**src/rtl/filter_controller_if.sv**
```systemverilog
// filter_controller_if: start/done handshake plus every control and flag line between the
// filter controller and the image-filtering datapath.
interface filter_controller_if;
    logic        start, done;
    logic        cout3, cout5, cout6, cout7, cout8, cout9, cout11;
    logic [1:0]  sel;
    logic        wr, shift;
    logic        rst3, rst5, rst6, rst7, rst8, rst9, rst11, rst12;
    logic        en3, en5, en6, en7, en8, en9, en10, en11, en12;
    logic [15:0] en1, en2, en4;
    logic [6:0]  X, Y, Z;
    modport master (
        input  start, cout3, cout5, cout6, cout7, cout8, cout9, cout11,
        output done, sel, wr, shift,
               rst3, rst5, rst6, rst7, rst8, rst9, rst11, rst12,
               en3, en5, en6, en7, en8, en9, en10, en11, en12,
               en1, en2, en4, X, Y, Z
    );
    modport slave (
        output start, cout3, cout5, cout6, cout7, cout8, cout9, cout11,
        input  done, sel, wr, shift,
               rst3, rst5, rst6, rst7, rst8, rst9, rst11, rst12,
               en3, en5, en6, en7, en8, en9, en10, en11, en12,
               en1, en2, en4, X, Y, Z
    );
endinterface

```
**src/rtl/filter_controller.sv**
```systemverilog
// filter_controller: Moore FSM sequencing filter load, window load, 16-tap MAC, result
// packing, write-back and row sliding of the image-filtering datapath.
module filter_controller #(
    parameter logic [6:0] IMG_BASE = 7'd0,
    parameter logic [6:0] FLT_BASE = 7'd64,
    parameter logic [6:0] OUT_BASE = 7'd80
) (
    input logic clk,
    input logic rst,
    filter_controller_if.master bus
);
    typedef enum logic [3:0] {IDLE, INIT, LD_FLT, LD_IMG, WIN, MAC, PUSH, WRITE, ROW, DONE} state_t;
    state_t state, next;
    logic [1:0] k;
    logic [3:0] c;

    assign bus.X = IMG_BASE;
    assign bus.Y = FLT_BASE;
    assign bus.Z = OUT_BASE;

    // k/c are also cleared in INIT so an aborted pass cannot leave them misaligned
    always_ff @(posedge clk or posedge rst) begin
        if (rst) begin
            state <= IDLE;
            k     <= '0;
            c     <= '0;
        end else begin
            state <= next;
            k     <= state == INIT ? 2'd0 : state == LD_FLT ? k + 2'd1 : k;
            c     <= state == INIT ? 4'd0 : state == LD_IMG ? c + 4'd1 : c;
        end
    end

    always_comb begin
        next      = state;
        bus.done  = 1'b0;
        bus.sel   = 2'b00;
        bus.wr    = 1'b0;
        bus.shift = 1'b0;
        {bus.rst3, bus.rst5, bus.rst6, bus.rst7, bus.rst8, bus.rst9, bus.rst11, bus.rst12} = '0;
        {bus.en3, bus.en5, bus.en6, bus.en7, bus.en8, bus.en9, bus.en10, bus.en11, bus.en12} = '0;
        bus.en1   = '0;
        bus.en2   = '0;
        bus.en4   = '0;
        case (state)
            IDLE:   next = bus.start ? INIT : IDLE;
            INIT: begin
                {bus.rst3, bus.rst5, bus.rst6, bus.rst7, bus.rst8, bus.rst9, bus.rst11, bus.rst12} = '1;
                next = LD_FLT;
            end
            LD_FLT: begin
                bus.sel = 2'b01;
                bus.en9 = 1'b1;
                bus.en1 = 16'hF << {k, 2'b00};
                next    = bus.cout9 ? LD_IMG : LD_FLT;
            end
            LD_IMG: begin
                bus.en6 = 1'b1;
                bus.en2 = 16'd1 << c;
                next    = c == 4'd15 ? WIN : LD_IMG;
            end
            WIN: begin
                bus.en4   = 16'hFFFF;
                bus.rst5  = 1'b1;
                bus.rst12 = 1'b1;
                next      = MAC;
            end
            MAC: begin
                bus.en5  = 1'b1;
                bus.en12 = 1'b1;
                next     = bus.cout5 ? PUSH : MAC;
            end
            PUSH: begin
                bus.en10 = 1'b1;
                bus.en8  = 1'b1;
                bus.en3  = 1'b1;
                next     = bus.cout8 ? WRITE : bus.cout3 ? ROW : WIN;
            end
            WRITE: begin
                bus.sel = 2'b10;
                bus.wr  = 1'b1;
                bus.en7 = 1'b1;
                next    = bus.cout7 ? DONE : bus.cout3 ? ROW : WIN;
            end
            ROW: begin
                bus.shift = 1'b1;
                bus.en6   = 1'b1;
                bus.en2   = 16'hF000;
                bus.rst3  = 1'b1;
                next      = WIN;
            end
            DONE: begin
                bus.done = 1'b1;
                next     = bus.start ? DONE : IDLE;
            end
            default: next = IDLE;
        endcase
    end
endmodule

```
**src/flat_wrapper.sv**
```systemverilog
// flat-port wrapper written by rule: the top's interface ports become plain ports
module filter_controller_flat 
#(
    parameter logic [6:0] IMG_BASE = 7'd0,
    parameter logic [6:0] FLT_BASE = 7'd64,
    parameter logic [6:0] OUT_BASE = 7'd80
)
  (clk, rst, bus_start, bus_cout3, bus_cout5, bus_cout6, bus_cout7, bus_cout8, bus_cout9, bus_cout11, bus_done, bus_sel, bus_wr, bus_shift, bus_rst3, bus_rst5, bus_rst6, bus_rst7, bus_rst8, bus_rst9, bus_rst11, bus_rst12, bus_en3, bus_en5, bus_en6, bus_en7, bus_en8, bus_en9, bus_en10, bus_en11, bus_en12, bus_en1, bus_en2, bus_en4, bus_X, bus_Y, bus_Z);
  filter_controller_if bus_i ();
  input logic clk;
  input logic rst;
  input wire logic [$bits(bus_i.start)-1:0] bus_start;
  input wire logic [$bits(bus_i.cout3)-1:0] bus_cout3;
  input wire logic [$bits(bus_i.cout5)-1:0] bus_cout5;
  input wire logic [$bits(bus_i.cout6)-1:0] bus_cout6;
  input wire logic [$bits(bus_i.cout7)-1:0] bus_cout7;
  input wire logic [$bits(bus_i.cout8)-1:0] bus_cout8;
  input wire logic [$bits(bus_i.cout9)-1:0] bus_cout9;
  input wire logic [$bits(bus_i.cout11)-1:0] bus_cout11;
  output wire logic [$bits(bus_i.done)-1:0] bus_done;
  output wire logic [$bits(bus_i.sel)-1:0] bus_sel;
  output wire logic [$bits(bus_i.wr)-1:0] bus_wr;
  output wire logic [$bits(bus_i.shift)-1:0] bus_shift;
  output wire logic [$bits(bus_i.rst3)-1:0] bus_rst3;
  output wire logic [$bits(bus_i.rst5)-1:0] bus_rst5;
  output wire logic [$bits(bus_i.rst6)-1:0] bus_rst6;
  output wire logic [$bits(bus_i.rst7)-1:0] bus_rst7;
  output wire logic [$bits(bus_i.rst8)-1:0] bus_rst8;
  output wire logic [$bits(bus_i.rst9)-1:0] bus_rst9;
  output wire logic [$bits(bus_i.rst11)-1:0] bus_rst11;
  output wire logic [$bits(bus_i.rst12)-1:0] bus_rst12;
  output wire logic [$bits(bus_i.en3)-1:0] bus_en3;
  output wire logic [$bits(bus_i.en5)-1:0] bus_en5;
  output wire logic [$bits(bus_i.en6)-1:0] bus_en6;
  output wire logic [$bits(bus_i.en7)-1:0] bus_en7;
  output wire logic [$bits(bus_i.en8)-1:0] bus_en8;
  output wire logic [$bits(bus_i.en9)-1:0] bus_en9;
  output wire logic [$bits(bus_i.en10)-1:0] bus_en10;
  output wire logic [$bits(bus_i.en11)-1:0] bus_en11;
  output wire logic [$bits(bus_i.en12)-1:0] bus_en12;
  output wire logic [$bits(bus_i.en1)-1:0] bus_en1;
  output wire logic [$bits(bus_i.en2)-1:0] bus_en2;
  output wire logic [$bits(bus_i.en4)-1:0] bus_en4;
  output wire logic [$bits(bus_i.X)-1:0] bus_X;
  output wire logic [$bits(bus_i.Y)-1:0] bus_Y;
  output wire logic [$bits(bus_i.Z)-1:0] bus_Z;
  assign bus_i.start = bus_start;
  assign bus_i.cout3 = bus_cout3;
  assign bus_i.cout5 = bus_cout5;
  assign bus_i.cout6 = bus_cout6;
  assign bus_i.cout7 = bus_cout7;
  assign bus_i.cout8 = bus_cout8;
  assign bus_i.cout9 = bus_cout9;
  assign bus_i.cout11 = bus_cout11;
  assign bus_done = bus_i.done;
  assign bus_sel = bus_i.sel;
  assign bus_wr = bus_i.wr;
  assign bus_shift = bus_i.shift;
  assign bus_rst3 = bus_i.rst3;
  assign bus_rst5 = bus_i.rst5;
  assign bus_rst6 = bus_i.rst6;
  assign bus_rst7 = bus_i.rst7;
  assign bus_rst8 = bus_i.rst8;
  assign bus_rst9 = bus_i.rst9;
  assign bus_rst11 = bus_i.rst11;
  assign bus_rst12 = bus_i.rst12;
  assign bus_en3 = bus_i.en3;
  assign bus_en5 = bus_i.en5;
  assign bus_en6 = bus_i.en6;
  assign bus_en7 = bus_i.en7;
  assign bus_en8 = bus_i.en8;
  assign bus_en9 = bus_i.en9;
  assign bus_en10 = bus_i.en10;
  assign bus_en11 = bus_i.en11;
  assign bus_en12 = bus_i.en12;
  assign bus_en1 = bus_i.en1;
  assign bus_en2 = bus_i.en2;
  assign bus_en4 = bus_i.en4;
  assign bus_X = bus_i.X;
  assign bus_Y = bus_i.Y;
  assign bus_Z = bus_i.Z;
  filter_controller #(.IMG_BASE(IMG_BASE), .FLT_BASE(FLT_BASE), .OUT_BASE(OUT_BASE)) u_core (.clk(clk), .rst(rst), .bus(bus_i));
endmodule
```
**config.mk**
```make
export PLATFORM = sky130hd
export DESIGN_NAME = filter_controller_flat
export DESIGN_NICKNAME = d
export VERILOG_FILES = /design/src/rtl/filter_controller_if.sv /design/src/rtl/filter_controller.sv /design/src/flat_wrapper.sv
export SDC_FILE = /design/constraint.sdc
export NUM_CORES = 1
export LEC_CHECK = 0
export ABC_CLOCK_PERIOD_IN_PS = 3400
export BUFFER_PORTS_ARGS = -buffer_cell sky130_fd_sc_hd__buf_4
export CORE_MARGIN = 3
export CORE_UTILIZATION = 42
export DETAILED_ROUTE_END_ITERATION = 12
export PLACE_DENSITY = 0.93
export SLEW_MARGIN = 15
export SYNTH_ARGS = -nofsm -noshare
export SYNTH_HDL_FRONTEND = slang
export SYNTH_SLANG_ARGS = --single-unit
```
**constraint.sdc**
```tcl
create_clock -name clk -period 3.4 [get_ports clk]
set_clock_uncertainty 0.15 [all_clocks]
set_input_delay 0.51 -clock clk [delete_from_list [all_inputs] [get_ports clk]]
set_output_delay 0.51 -clock clk [all_outputs]
set_load 0.02 [all_outputs]
```
-- After elaboration in Yosys (flattened, before gate mapping)
Index checks and enable logic that the tools add are counted.
- register bits: 10
- bits of input ports: 10
- output and inout bits: 91
- logic and storage cells: 50
- add/sub/neg operators: 2
- equal/unequal tests: 10
- shift operators: 2
- muxes and demuxes: 27
- reduce and logical (&&, ||, !) cells: 6
- operators by type and width (kind ; count):
    one-hot mux 4 bit (10 select lines) ; 1
    two-way mux 16 bit ; 2
    one-hot mux 16 bit (2 select lines) ; 1
    two-way mux 4 bit ; 6
    == test 4 x 3 -> 1 bit (second input constant) ; 4
    << shifter 1 x 4 -> 16 bit (first input constant) ; 1
    << shifter 4 x 4 -> 16 bit (first input constant) ; 1
    == test 4 bit (second input constant) ; 3
    two-way mux 1 bit ; 12
    == test 4 x 2 -> 1 bit (second input constant) ; 2
    two-way mux 2 bit ; 3
    OR reduction 2 bit ; 3
    adder 4 x 1 -> 4 bit (second input constant) ; 1
    == test 4 x 1 -> 1 bit (second input constant) ; 1
    logical NOT 4 bit ; 1
    one-hot mux 2 bit (2 select lines) ; 1
    nonzero test 2 bit ; 2
    two-way mux 3 bit ; 1
    adder 2 x 1 -> 2 bit (second input constant) ; 1

-- Depth between registers and ports, before layout
Gate-level depths: netlist of the first run.
- word-level depth: 3
- gate-level depth with buffers: 6
- depth with buffers taken out: 4

-- Worst setup path before layout of the first run
OpenSTA, ideal clock, no wires.
- path kind: flip-flop to output port
- start point: register u_core.state[0]
- end point: output bus_rst5
- data arrival time: 2.485 ns
- data required time: 2.740 ns
- path slack: 0.255 ns
- cell stages (with the launch flop): 6
- cell sequence: dfrtp_1 -> buf_2 -> buf_2 -> nor3_1 -> or2_2 -> buf_4
- word-level cells in the longest chain between the ends: 3
- elaborated cells between the ends (all ways): 4
- RTL lines (what ; line ; source):
    start: declaration ; filter_controller.sv:13 ; state_t state, next;
    start signal: assignment ; filter_controller.sv:28 ; state <= next;
    == test 4 x 3 -> 1 bit or == test 4 x 1 -> 1 bit (tied branches) ; - ;
    OR reduction 2 bit (no source line) * ; - ;
    two-way mux 1 bit * ; - ;
    end: declaration ; flat_wrapper.sv:25 ; output wire logic [$bits(bus_i.rst5)-1:0] bus_rst5;
Mark *: on every way between the ends. The rest lies on a longest branch, timed or not.

-- Final worst setup path of the first run
- start point: register u_core.state[0]
- end point: output bus_rst5
- word-level cells in the longest chain between the ends: 3
- elaborated cells between the ends (all ways): 4
- RTL lines (what ; line ; source):
    == test 4 x 3 -> 1 bit or == test 4 x 1 -> 1 bit (tied branches) ; filter_controller.sv:45 ; case (state)
    OR reduction 2 bit (no source line) * ; - ;
    two-way mux 1 bit * ; filter_controller.sv:45 ;
Marks and branches as above.

==> metrics.md, run 1 <==
| Metric | Value |
|---|---|
| Total GRT Usage | 0.1463 |
| Htree depth | 1 |
| Crit Path Category | reg2out |
| Clock Root Buffer | clkbuf_4 |
| Nets | between 200 and 250 |
| Share of post-route cells with drive strength above 1 | 0.4101 |
| CTS tree | done |
| Total Wirelength | 3.089 mm |
| Worst-margin pin slew | approximately 0.61 ns |
| Cell taking the most area after synthesis | buf_4 |
| Worst flop-to-flop path startpoint | u_core.state[0] |
| Vias | 1,198 |
| # setup viols final | 0 |
| Clock edge transition at the registers on the reported setup and hold paths | around 0.070 ns |
| Busiest layer in global routing | met2 |
| Buffers on Ports | between 70 and 80 |
| Io pins | around 100 |
| Int Pwr | ~550 uW |
| Seq/Total Area, Yosys | 0.1761 |
| Sw Ratio | 0.5170 |
| Site Rows | 20 |
| Arr. time, crit path | approximately 2.1 ns |
| Synth-to-layout area growth | 19.01% |
| Rel. slew slack | 0.5926 |
| Finished Core Util | 0.5408 |
| Initial antenna violation count | 0 |
| Pre-Repair DR Iteration Count | 4 |
| FF+latch count, synth | 10 |
| Seq pwr share | 0.208 |
| Net Sw Power | 590.4 uW |
| Yosys warnings | 0 |
| ANT cells | 0 |
| CP Capture Type | primary output |
| Mapped Cells | 180 |
| Crit path launch type | flop |
| Initial core utilization | 0.4544 |
| First-pass GRT wire length | 4.899 mm |
| Async set-reset flop share out of synthesis | 1.000 |
| Cts repair resizes | 0 |
| Via/cell ratio | 4.590 |
| Minimum clock period | around 2.7 ns |
| Critical path startpoint | u_core.state[0] |
| Yosys cell types | 39 |
| GR Util met3 | 0.05800 |
| Max cap viols | 0 |
| Die area | 4118 sq um |
| Max Slew Vio Count | 0 |
| WL/cell | about 12 um |
| Drt drc | 0 |
| Grt total ovfl | 0 |
| CTS Buffer Depth | 2 |
| Top post-synthesis cells by area | buf_4, dfrtp_1, ha_1 |
| Cell Area, Synth | approximately 1400 sq um |
| Hold Path Class | in2async |
| Final Hold Fails | 0 |
| Core Box Area | around 3100 sq um |
| Clock sink count | 10 |
| Top-count cell post-synth | buf_4 |
| Ys flop type | dfrtp_1 |
| Post CTS Setup Buffer Count | 0 |
| Clk pwr share | 0.096 |
| Leakage power | between 0.9 and 1 nW |
| Clock Latency Late Sink | roughly 0.27 ns |
| Crit path required time | 2.74 ns |
| Post-synth top cells | buf_4, and2_1, nor2_1 |
| Number of synthesized flops with an enable pin | 0 |
| DPL Wire Length | about 2.5 mm |
| Post-route ant nets | 0 |
| Final setup TNS | 0 ns |
| Max FO, Critical Path | 18 |
| Cts-stage hold buffer count | 0 |
| FILL cells | around 310 |
| Yosys top cell area share | 0.3116 |
| Pin count of the biggest net entering global routing | 19 |
| Tcrit/Tclk final | 0.8076 |
| DIE HEIGHT | about 64 um |
| Routability cong. | slightly below 0.9 |
| RSZ-0062 raised after global routing | false |
| 1st-iter DRT viols | 19 |
| Synthesized area per cell | slightly below 8 sq um |
| Met2 Use GR | 0.2632 |
| Met1 Use GR | 0.1576 |
| Chip Width | between 60 and 70 um |
| Vias in the first global route | ~1,100 |
| Logic pwr share | 0.697 |
| Worst IR Drop VDD | about 0.57 mV |
| Status | complete, no violations |
| Pwr per Cell Area | 675.1 nW/um^2 |
| TritonCTS buffer count | 3 |
| Fmax | ~360 MHz |
==> stage by stage <==
step	instances	setup WS (ns)	power [mW]	hold WS (ns)	instance area (sq um)
6_report	261	0.6541	1.142	0.06485	1692
5_1_grt	261	0.4641	1.238	0.09539	1692
4_1_cts	261	0.6668	1.153	0.07886	1692
3_5_place_dp	257	0.9776	1.041	0.3759	1655
3_3_place_gp	257	1.025	1.021	0.3672	1655
2_1_floorplan	200	0.2552	0.8597	0.2002	1496
==> logic make-up after synthesis <==
kind of cell               after synthesis  synth area share
and+or+nand+nor                         62            0.2562
xor gates and xnor gates                 1          0.006163
other                                    2          0.005284
muxes                                    1           0.01056
buffers and inverters                   73            0.3592
DFF                                     10            0.1761
AOI/OAI and AO/OA                       21           0.09859
adders and majority gates               10           0.08803
==> sequential cells by signal, summed over array words and instances (netlist names) <==
register      flops
u_core.c          4
u_core.k          2
u_core.state      4
==> worst paths after layout <==
kind                              endpoint  slack [ns]  depth (start not counted)
min reg2reg                    u_core.k[1]        0.42                          1
max reg2reg                    u_core.k[0]        1.35                          4
min in group clk           u_core.state[3]        0.31                          2
max in group asynchronous      u_core.c[1]        2.75                          2
min                        u_core.state[3]        0.06                          2
max                               bus_rst5        0.65                          4
==> power by group through the flow <==
stage | clock [mW] | sequential (mW) | combinational [mW]
after floorplan | 0 | 0.183 | 0.677
after global placement | 0 | 0.234 | 0.787
after detailed placement | 0 | 0.238 | 0.803
after CTS | 0.112 | 0.236 | 0.804
after global routing | 0.119 | 0.248 | 0.871
final | 0.109 | 0.237 | 0.796
==> layout make-up <==
type / instances / area (sq um) / share of cell area
flip-flops and latches: 10 / 250.2 / 0.1479
repair buffers: 77 / 578.1 / 0.3417
inverters: 9 / 36.28 / 0.02145
well taps: 44 / 55.05 / 0.03254
clock buffers: 4 / 36.28 / 0.02145
multi-input cells: 117 / 735.7 / 0.4349
==> layer usage <==
layer  vias to the layer above  part of all wire
met4                         0             0.011
met2                        73              0.48
met1                       536              0.37
met5                         -                 0
li1                        585                 -
met3                         4              0.14
==> worst max-delay path, stage by stage (launching register included) <==
cell and delay, ns:
dfrtp_1 0.72, nand2b_1 0.21, nor3_2 0.51, or2_2 0.23
buf_4 0.14
==> cell usage in the layout (no fill, tap or decap), types with 2 or more instances in the layout <==
cell,instances
inv_1,7
a21oi_1,3
or3_1,2
ha_1,10
dfrtp_1,10
nor3_2,2
clkbuf_4,3
nor3b_1,2
buf_4,77
nand2_1,8
and2_1,15
nor2_1,11
nor3_1,3
o21ai_0,5
a21o_1,3
a31oi_1,2
conb_1,22
o2bb2ai_1,2
nand2b_1,7
nand3_1,4
No activity file was read; power rests on OpenSTA's default activity.
==> inputs of run 2 (changes only) <==
--- a/config.mk
+++ b/config.mk
@@ -5,7 +5,7 @@
 export SDC_FILE = /design/constraint.sdc
 export NUM_CORES = 1
 export LEC_CHECK = 0
-export ABC_CLOCK_PERIOD_IN_PS = 3400
+export ABC_CLOCK_PERIOD_IN_PS = 2800
 export BUFFER_PORTS_ARGS = -buffer_cell sky130_fd_sc_hd__buf_4
 export CORE_MARGIN = 3
 export CORE_UTILIZATION = 42
==> constraint.sdc (replaced) <==
create_clock -name clk -period 2.8 [get_ports clk]
set_clock_uncertainty 0.15 [all_clocks]
set_input_delay 0.42 -clock clk [delete_from_list [all_inputs] [get_ports clk]]
set_output_delay 0.42 -clock clk [all_outputs]
set_load 0.02 [all_outputs]
==> run 2 against run 1 <==
  * Via count about the same
  * Hold slack gained 0.16 ns
  * Design area grew 0.52%
  * First-iteration DRC count decreased by 16%
  * Combinational power increased by 25%
  * Largest cell class unchanged
  * Largest power group unchanged
==> metrics.md, run 2 (synthesis results as in run 1) <==
| Metric | Value |
|---|---|
| Core Box Area | 3128 sq um (unchanged) |
| Max cap viols | 0 (unchanged) |
| First-pass GRT wire length | 4.947 mm (was 4.899 mm) |
| Worst-margin pin slew | 0.5462 ns (was 0.6078 ns) |
| Buffers on Ports | 76 (unchanged) |
| Arr. time, crit path | 1.91 ns (was 2.09 ns) |
| Vias | 1,199 (was 1,198) |
| Via/cell ratio | 4.576 (was 4.590) |
| Rel. slew slack | 0.6339 (was 0.5926) |
| Commonest non-fill, non-tap cell in the layout | buf_4 (unchanged) |
| Largest regs | u_core.c: 4 flops, u_core.state: 4 flops, u_core.k: 2 flops (unchanged) |
| Finished Core Util | 0.5436 (was 0.5408) |
| Tcrit/Tclk final | 0.8842 |
| Fmax | about 400 MHz |
| Hold Path Class | in2reg (was in2async) |
| Net Sw Power | 715.3 uW (was 590.4 uW) |
| CTS tree | done (unchanged) |
| Pin count of the biggest net entering global routing | 18 (was 19) |
| Leakage power | 0.9818 nW (was 0.9785 nW) |
| Pwr per Cell Area | 799.7 nW/um^2 (was 675.1 nW/um^2) |
| Routability cong. | 0.9078 (was 0.8841) |
| 1st-iter DRT viols | 16 (was 19) |
| Worst flop-to-flop path startpoint | u_core.state[2] (was u_core.state[0]) |
| Minimum clock period | 2.476 ns |
| Met1 Use GR | 0.1603 (was 0.1576) |
| WL/cell | 12.15 um (was 11.84 um) |
| Max Slew Vio Count | 0 (unchanged) |
| Max FO, Critical Path | 16 (was 18) |
| Status | complete, no violations (unchanged) |
| Reg2Reg Setup Slack | 0.98 ns (was 1.35 ns) |
| Hold endpoint | u_core.state[3] |
| Commonest non-fill, non-tap cells in the layout | buf_4, conb_1, and2_1 (unchanged) |
| TritonCTS buffer count | 3 (unchanged) |
| Htree depth | 1 (unchanged) |
| Die area | 4118 sq um (unchanged) |
| Total Wirelength | 3.183 mm (was 3.089 mm) |
| Io pins | 101 (unchanged) |
| Critical path startpoint | u_core.state[2] (was u_core.state[0]) |
| Grt total ovfl | 0 (unchanged) |
| Chip Width | 64.18 um (unchanged) |
| Crit Path Category | reg2out (unchanged) |
| Busiest layer in global routing | met2 (unchanged) |
| Placed cell count | 258 (was 257) |
| Final setup TNS | 0 ns (unchanged) |
| GR Util met3 | 0.04218 (was 0.05800) |
| RSZ-0062 raised after global routing | false (unchanged) |
| Nets | 240 (was 238) |
| Sw Ratio | 0.5261 (was 0.5170) |
| Synth-to-layout area growth | 19.63% (was 19.01%) |
| Vias in the first global route | 1,083 (was 1,069) |
| Initial core utilization | 0.4544 (unchanged) |
| Cts repair resizes | 0 (unchanged) |
| ANT cells | 0 (unchanged) |
| Design Area, Final | 1700 sq um (was 1692 sq um) |
| DIE HEIGHT | 64.18 um (unchanged) |
| Hold depth | 2 |
| Final Hold Fails | 0 (unchanged) |
| Int Pwr | 644.4 uW (was 551.6 uW) |
| # setup viols final | 0 (unchanged) |
| Hold wc startpoint | bus_start |
| Clock Root Buffer | clkbuf_4 (unchanged) |
| R2R Path End | u_core.state[0] (was u_core.k[0]) |
| Seq pwr share | 0.189 (was 0.208) |
| Clock edge transition at the registers on the reported setup and hold paths | 0.07 ns (about the same) |
| Clock sink count | 10 (unchanged) |
| DPL Wire Length | 2.646 mm (was 2.542 mm) |
| Reg2reg path depth | 4 (unchanged) |
| Logic pwr share | 0.734 (was 0.697) |
| Placed cell areas | 1668 sq um (was 1655 sq um) |
| Initial antenna violation count | 0 (unchanged) |
| Clock Latency Late Sink | 0.27 ns (about the same) |
| Share of post-route cells with drive strength above 1 | 0.4128 (was 0.4101) |
| Post CTS Setup Buffer Count | 0 (unchanged) |
| Drt drc | 0 (unchanged) |
| Total GRT Usage | 0.1487 (was 0.1463) |
| Final std cells w/o fill | 262 (was 261) |
| Worst IR Drop VDD | 0.4793 mV (was 0.5748 mV) |
| Cts-stage hold buffer count | 1 (was 0) |
| Site Rows | 20 (unchanged) |
| Post-route ant nets | 0 (unchanged) |
| Pwr Total | 1.360 mW (was 1.142 mW) |
| Met2 Use GR | 0.2761 (was 0.2632) |
| Clk pwr share | 0.077 (was 0.096) |
| CP Capture Type | primary output (unchanged) |
| CTS Buffer Depth | 2 (unchanged) |
| Crit path launch type | flop (unchanged) |
| Pre-Repair DR Iteration Count | 4 (unchanged) |
| Crit path required time | 2.23 ns (was 2.74 ns) |
-- run 2: cell count changes in the layout (fill, tap and decap cells not counted) --
cell | before | now
nor3_2 | 2 | 3
nor3_1 | 3 | 2
buf_4 | 77 | 78
clkbuf_8 | 1 | 0
dlygate4sd3_1 | 0 | 1
-- run 2: power groups by stage --
stage          Combinational (mW)  Sequential (mW)  Clock (mW)
2_1_floorplan               0.824            0.222           0
3_3_place_gp                0.977            0.259           0
3_5_place_dp                 1.00            0.262           0
4_1_cts                      1.01            0.258       0.104
5_1_grt                      1.08            0.267       0.111
6_report                    0.998            0.258       0.105
-- run 2: worst max-delay path, cell delays in order (launching register included) --
cell and delay (ns):
dfrtp_1 0.57, nand2b_1 0.29, or3_1 0.43, inv_2 0.12, a21o_1 0.10, buf_4 0.13
-- run 2: worst max path at each step --
stage | to | slack [ns]
after floorplan | bus_rst5 | 0.30
after global placement | bus_en2[12] | 0.66
after detailed placement | bus_en2[13] | 0.62
after CTS | bus_en2[13] | 0.33
after global routing | bus_rst12 | 0.20
final | bus_en2[13] | 0.32
-- run 2: cell type report --
cell class,count,area (sq um)
well taps,44,55.05
repair buffers,79,595.6
fillers,296,1428
clock buffers,3,22.52
inverters,9,36.28
flip-flops and latches,10,250.2
multi-input cells,117,740.7
-- run 2: per-layer routing --
layer	vias to the layer above	share of wire
li1	590	-
met1	533	0.39
met2	72	0.47
met3	4	0.12
met4	0	0.013
met5	-	0
-- run 2: stage by stage --
stage | setup WS, ns | hold slack (ns)
global placement | 0.6574 | 0.2867
CTS | 0.3279 | 0.2303
floorplan | 0.2981 | 0.1102
detailed placement | 0.6241 | 0.2867
global route | 0.1983 | 0.2371
finish | 0.3242 | 0.2257
==> inputs of run 3 (changes only) <==
--- a/config.mk
+++ b/config.mk
@@ -6,7 +6,7 @@
 export NUM_CORES = 1
 export LEC_CHECK = 0
 export ABC_CLOCK_PERIOD_IN_PS = 2800
-export BUFFER_PORTS_ARGS = -buffer_cell sky130_fd_sc_hd__buf_4
+export BUFFER_PORTS_ARGS = -buffer_cell sky130_fd_sc_hd__buf_2
 export CORE_MARGIN = 3
 export CORE_UTILIZATION = 42
 export DETAILED_ROUTE_END_ITERATION = 12
==> run 3 against run 2 <==
  * Count of clock-buffer cells in the layout did not move
  * Clock power decreased by 7%
  * Die area unchanged
  * Cell count did not move
  * Maximum frequency shrank 0.42%
  * Combinational power shrank 13%
  * Setup slack worse by 0.010 ns
  * Design area shrank 11%
  * Global-route usage down 1.2 points
  * Critical path depth unchanged
  * Register-to-register slack improved by 0.04 ns
  * Critical endpoint is now bus_en2[14]
  * Highest routed layer unchanged
==> metrics.md, run 3 (synthesis results as in run 1) <==
| Metric | Value |
|---|---|
| TritonCTS buffer count | 3 (unchanged) |
| Hold Path Class | in2reg (unchanged) |
| Post CTS Setup Buffer Count | 0 (unchanged) |
| Tcrit/Tclk final | 0.8879 (was 0.8842) |
| Clock Root Buffer | clkbuf_4 (unchanged) |
| Placed cell areas | 1478 sq um (was 1668 sq um) |
| Cts-stage hold buffer count | 1 (unchanged) |
| DPL Wire Length | 2.381 mm (was 2.646 mm) |
| Grt total ovfl | 0 (unchanged) |
| Clock Latency Late Sink | 0.26 ns (was 0.27 ns) |
| Leakage power | 0.9776 nW (was 0.9818 nW) |
| Design Area, Final | 1510 sq um (was 1700 sq um) |
| Largest regs | u_core.c: 4 flops, u_core.state: 4 flops, u_core.k: 2 flops (unchanged) |
| Die area | 4118 sq um (unchanged) |
| Clock sink count | 10 (unchanged) |
| Final std cells w/o fill | 262 (unchanged) |
| WL/cell | 10.88 um (was 12.15 um) |
| Final hold slack | 0.2456 ns (was 0.2257 ns) |
| ANT cells | 0 (unchanged) |
| FILL cells | 321 (was 296) |
| Htree depth | 1 (unchanged) |
| Total Wirelength | 2.851 mm (was 3.183 mm) |
| Vias | 1,183 (was 1,199) |
| Clock edge transition at the registers on the reported setup and hold paths | 0.06 ns (was 0.07 ns) |
| DIE HEIGHT | 64.18 um (unchanged) |
| Max cap viols | 0 (unchanged) |
| CTS tree | done (unchanged) |
| Worst-margin pin slew | 0.5413 ns (was 0.5462 ns) |
| Pin count of the biggest net entering global routing | 18 (unchanged) |
| CP Capture Type | primary output (unchanged) |
| Status | complete, no violations (unchanged) |
| Drt drc | 0 (unchanged) |
| Io pins | 101 (unchanged) |
| Pwr per Cell Area | 813.1 nW/um^2 (was 799.7 nW/um^2) |
| Routability cong. | 0.8582 (was 0.9078) |
| Via/cell ratio | 4.515 (was 4.576) |
| Max FO, Critical Path | 16 (unchanged) |
| Setup ws final | 0.3138 ns (was 0.3242 ns) |
| Crit path required time | 2.23 ns (about the same) |
| Final Hold Fails | 0 (unchanged) |
| Total GRT Usage | 0.1369 (was 0.1487) |
| 1st-iter DRT viols | 38 (was 16) |
| Max Slew Vio Count | 0 (unchanged) |
| Cts repair resizes | 0 (unchanged) |
| Synth-to-layout area growth | 6.250% (was 19.63%) |
| Crit Path Category | reg2out (unchanged) |
| # setup viols final | 0 (unchanged) |
| Worst IR Drop VDD | 0.4659 mV (was 0.4793 mV) |
| Initial antenna violation count | 0 (unchanged) |
| First-pass GRT wire length | 4.491 mm (was 4.947 mm) |
| Arr. time, crit path | 1.92 ns (was 1.91 ns) |
| Crit path launch type | flop (unchanged) |
| Final setup TNS | 0 ns (unchanged) |
| Chip Width | 64.18 um (unchanged) |
| Initial core utilization | 0.4544 (unchanged) |
| Fmax | 402.2 MHz (was 403.9 MHz) |
| Commonest non-fill, non-tap cell in the layout | buf_2 (was buf_4) |
| RSZ-0062 raised after global routing | false (unchanged) |
| Pre-CTS setup slack | 0.6109 ns (was 0.6241 ns) |
| Buffers on Ports | 76 (unchanged) |
| Share of post-route cells with drive strength above 1 | 0.4128 (unchanged) |
| Pre-Repair DR Iteration Count | 4 (unchanged) |
| Core Box Area | 3128 sq um (unchanged) |
| Vias in the first global route | 1,000 (was 1,083) |
| Site Rows | 20 (unchanged) |
| Post-route ant nets | 0 (unchanged) |
| CTS Buffer Depth | 2 (unchanged) |
| Commonest non-fill, non-tap cells in the layout | buf_2, conb_1, and2_1 (was buf_4, conb_1, and2_1) |
| Placed cell count | 258 (unchanged) |
| Minimum clock period | 2.486 ns (was 2.476 ns) |
| Rel. slew slack | 0.6391 (was 0.6339) |
| Nets | 240 (unchanged) |
-- run 3: per-layer routing --
metal | vias to the layer above | share of wire | global-route usage
li1 | 586 | - | -
met1 | 514 | 0.39 | 0.1592
met2 | 77 | 0.45 | 0.2323
met3 | 6 | 0.13 | 0.03515
met4 | 0 | 0.022 | 0.06596
met5 | - | 0 | 0
-- run 3: power breakdown --
part / leakage (nW) / switching (mW) / internal, mW
Combinational: 0.834 / 0.560 / 0.307
Sequential: 0.129 / 0.0736 / 0.190
Clock: 0.0138 / 0.0477 / 0.0496
Total: 0.978 / 0.681 / 0.547
-- run 3: path summary, 6_finish.rpt --
check	from	end	slack [ns]	cells past startpoint
worst max-delay path	u_core.state[2]	bus_en2[14]	0.31	5
worst min-delay path	bus_start	u_core.state[3]	0.25	2
worst max register to register	u_core.state[2]	u_core.state[0]	1.02	4
worst min register to register	u_core.k[1]	u_core.k[1]	0.41	1
max in group asynchronous	rst	u_core.c[3]	1.68	3
min in group asynchronous	rst	u_core.state[3]	0.53	3
-- run 3: stage by stage --
| step | util | power, mW |
|---|---|---|
| after floorplan | - | 1.046 |
| after global placement | 0.4724 | 1.122 |
| after detailed placement | 0.4724 | 1.141 |
| after CTS | 0.4828 | 1.239 |
| after global routing | 0.4828 | 1.347 |
| final | 0.4828 | 1.228 |
-- run 3: critical path, cell delays in order, from the launching register on --
cell	delay, ns
dfrtp_1	0.57
nand2b_1	0.30
or3_1	0.43
inv_2	0.11
a21o_1	0.08
buf_2	0.15
-- run 3: cell type report --
cell class                 instances  area (sq um)  share of cell area
clock buffer                       3         22.52             0.01491
inverter                           9         36.28             0.02403
multi-input combinational        117         740.7              0.4905
sequential                        10         250.2              0.1657
tap                               44         55.05             0.03645
timing repair buffer              79         405.4              0.2684
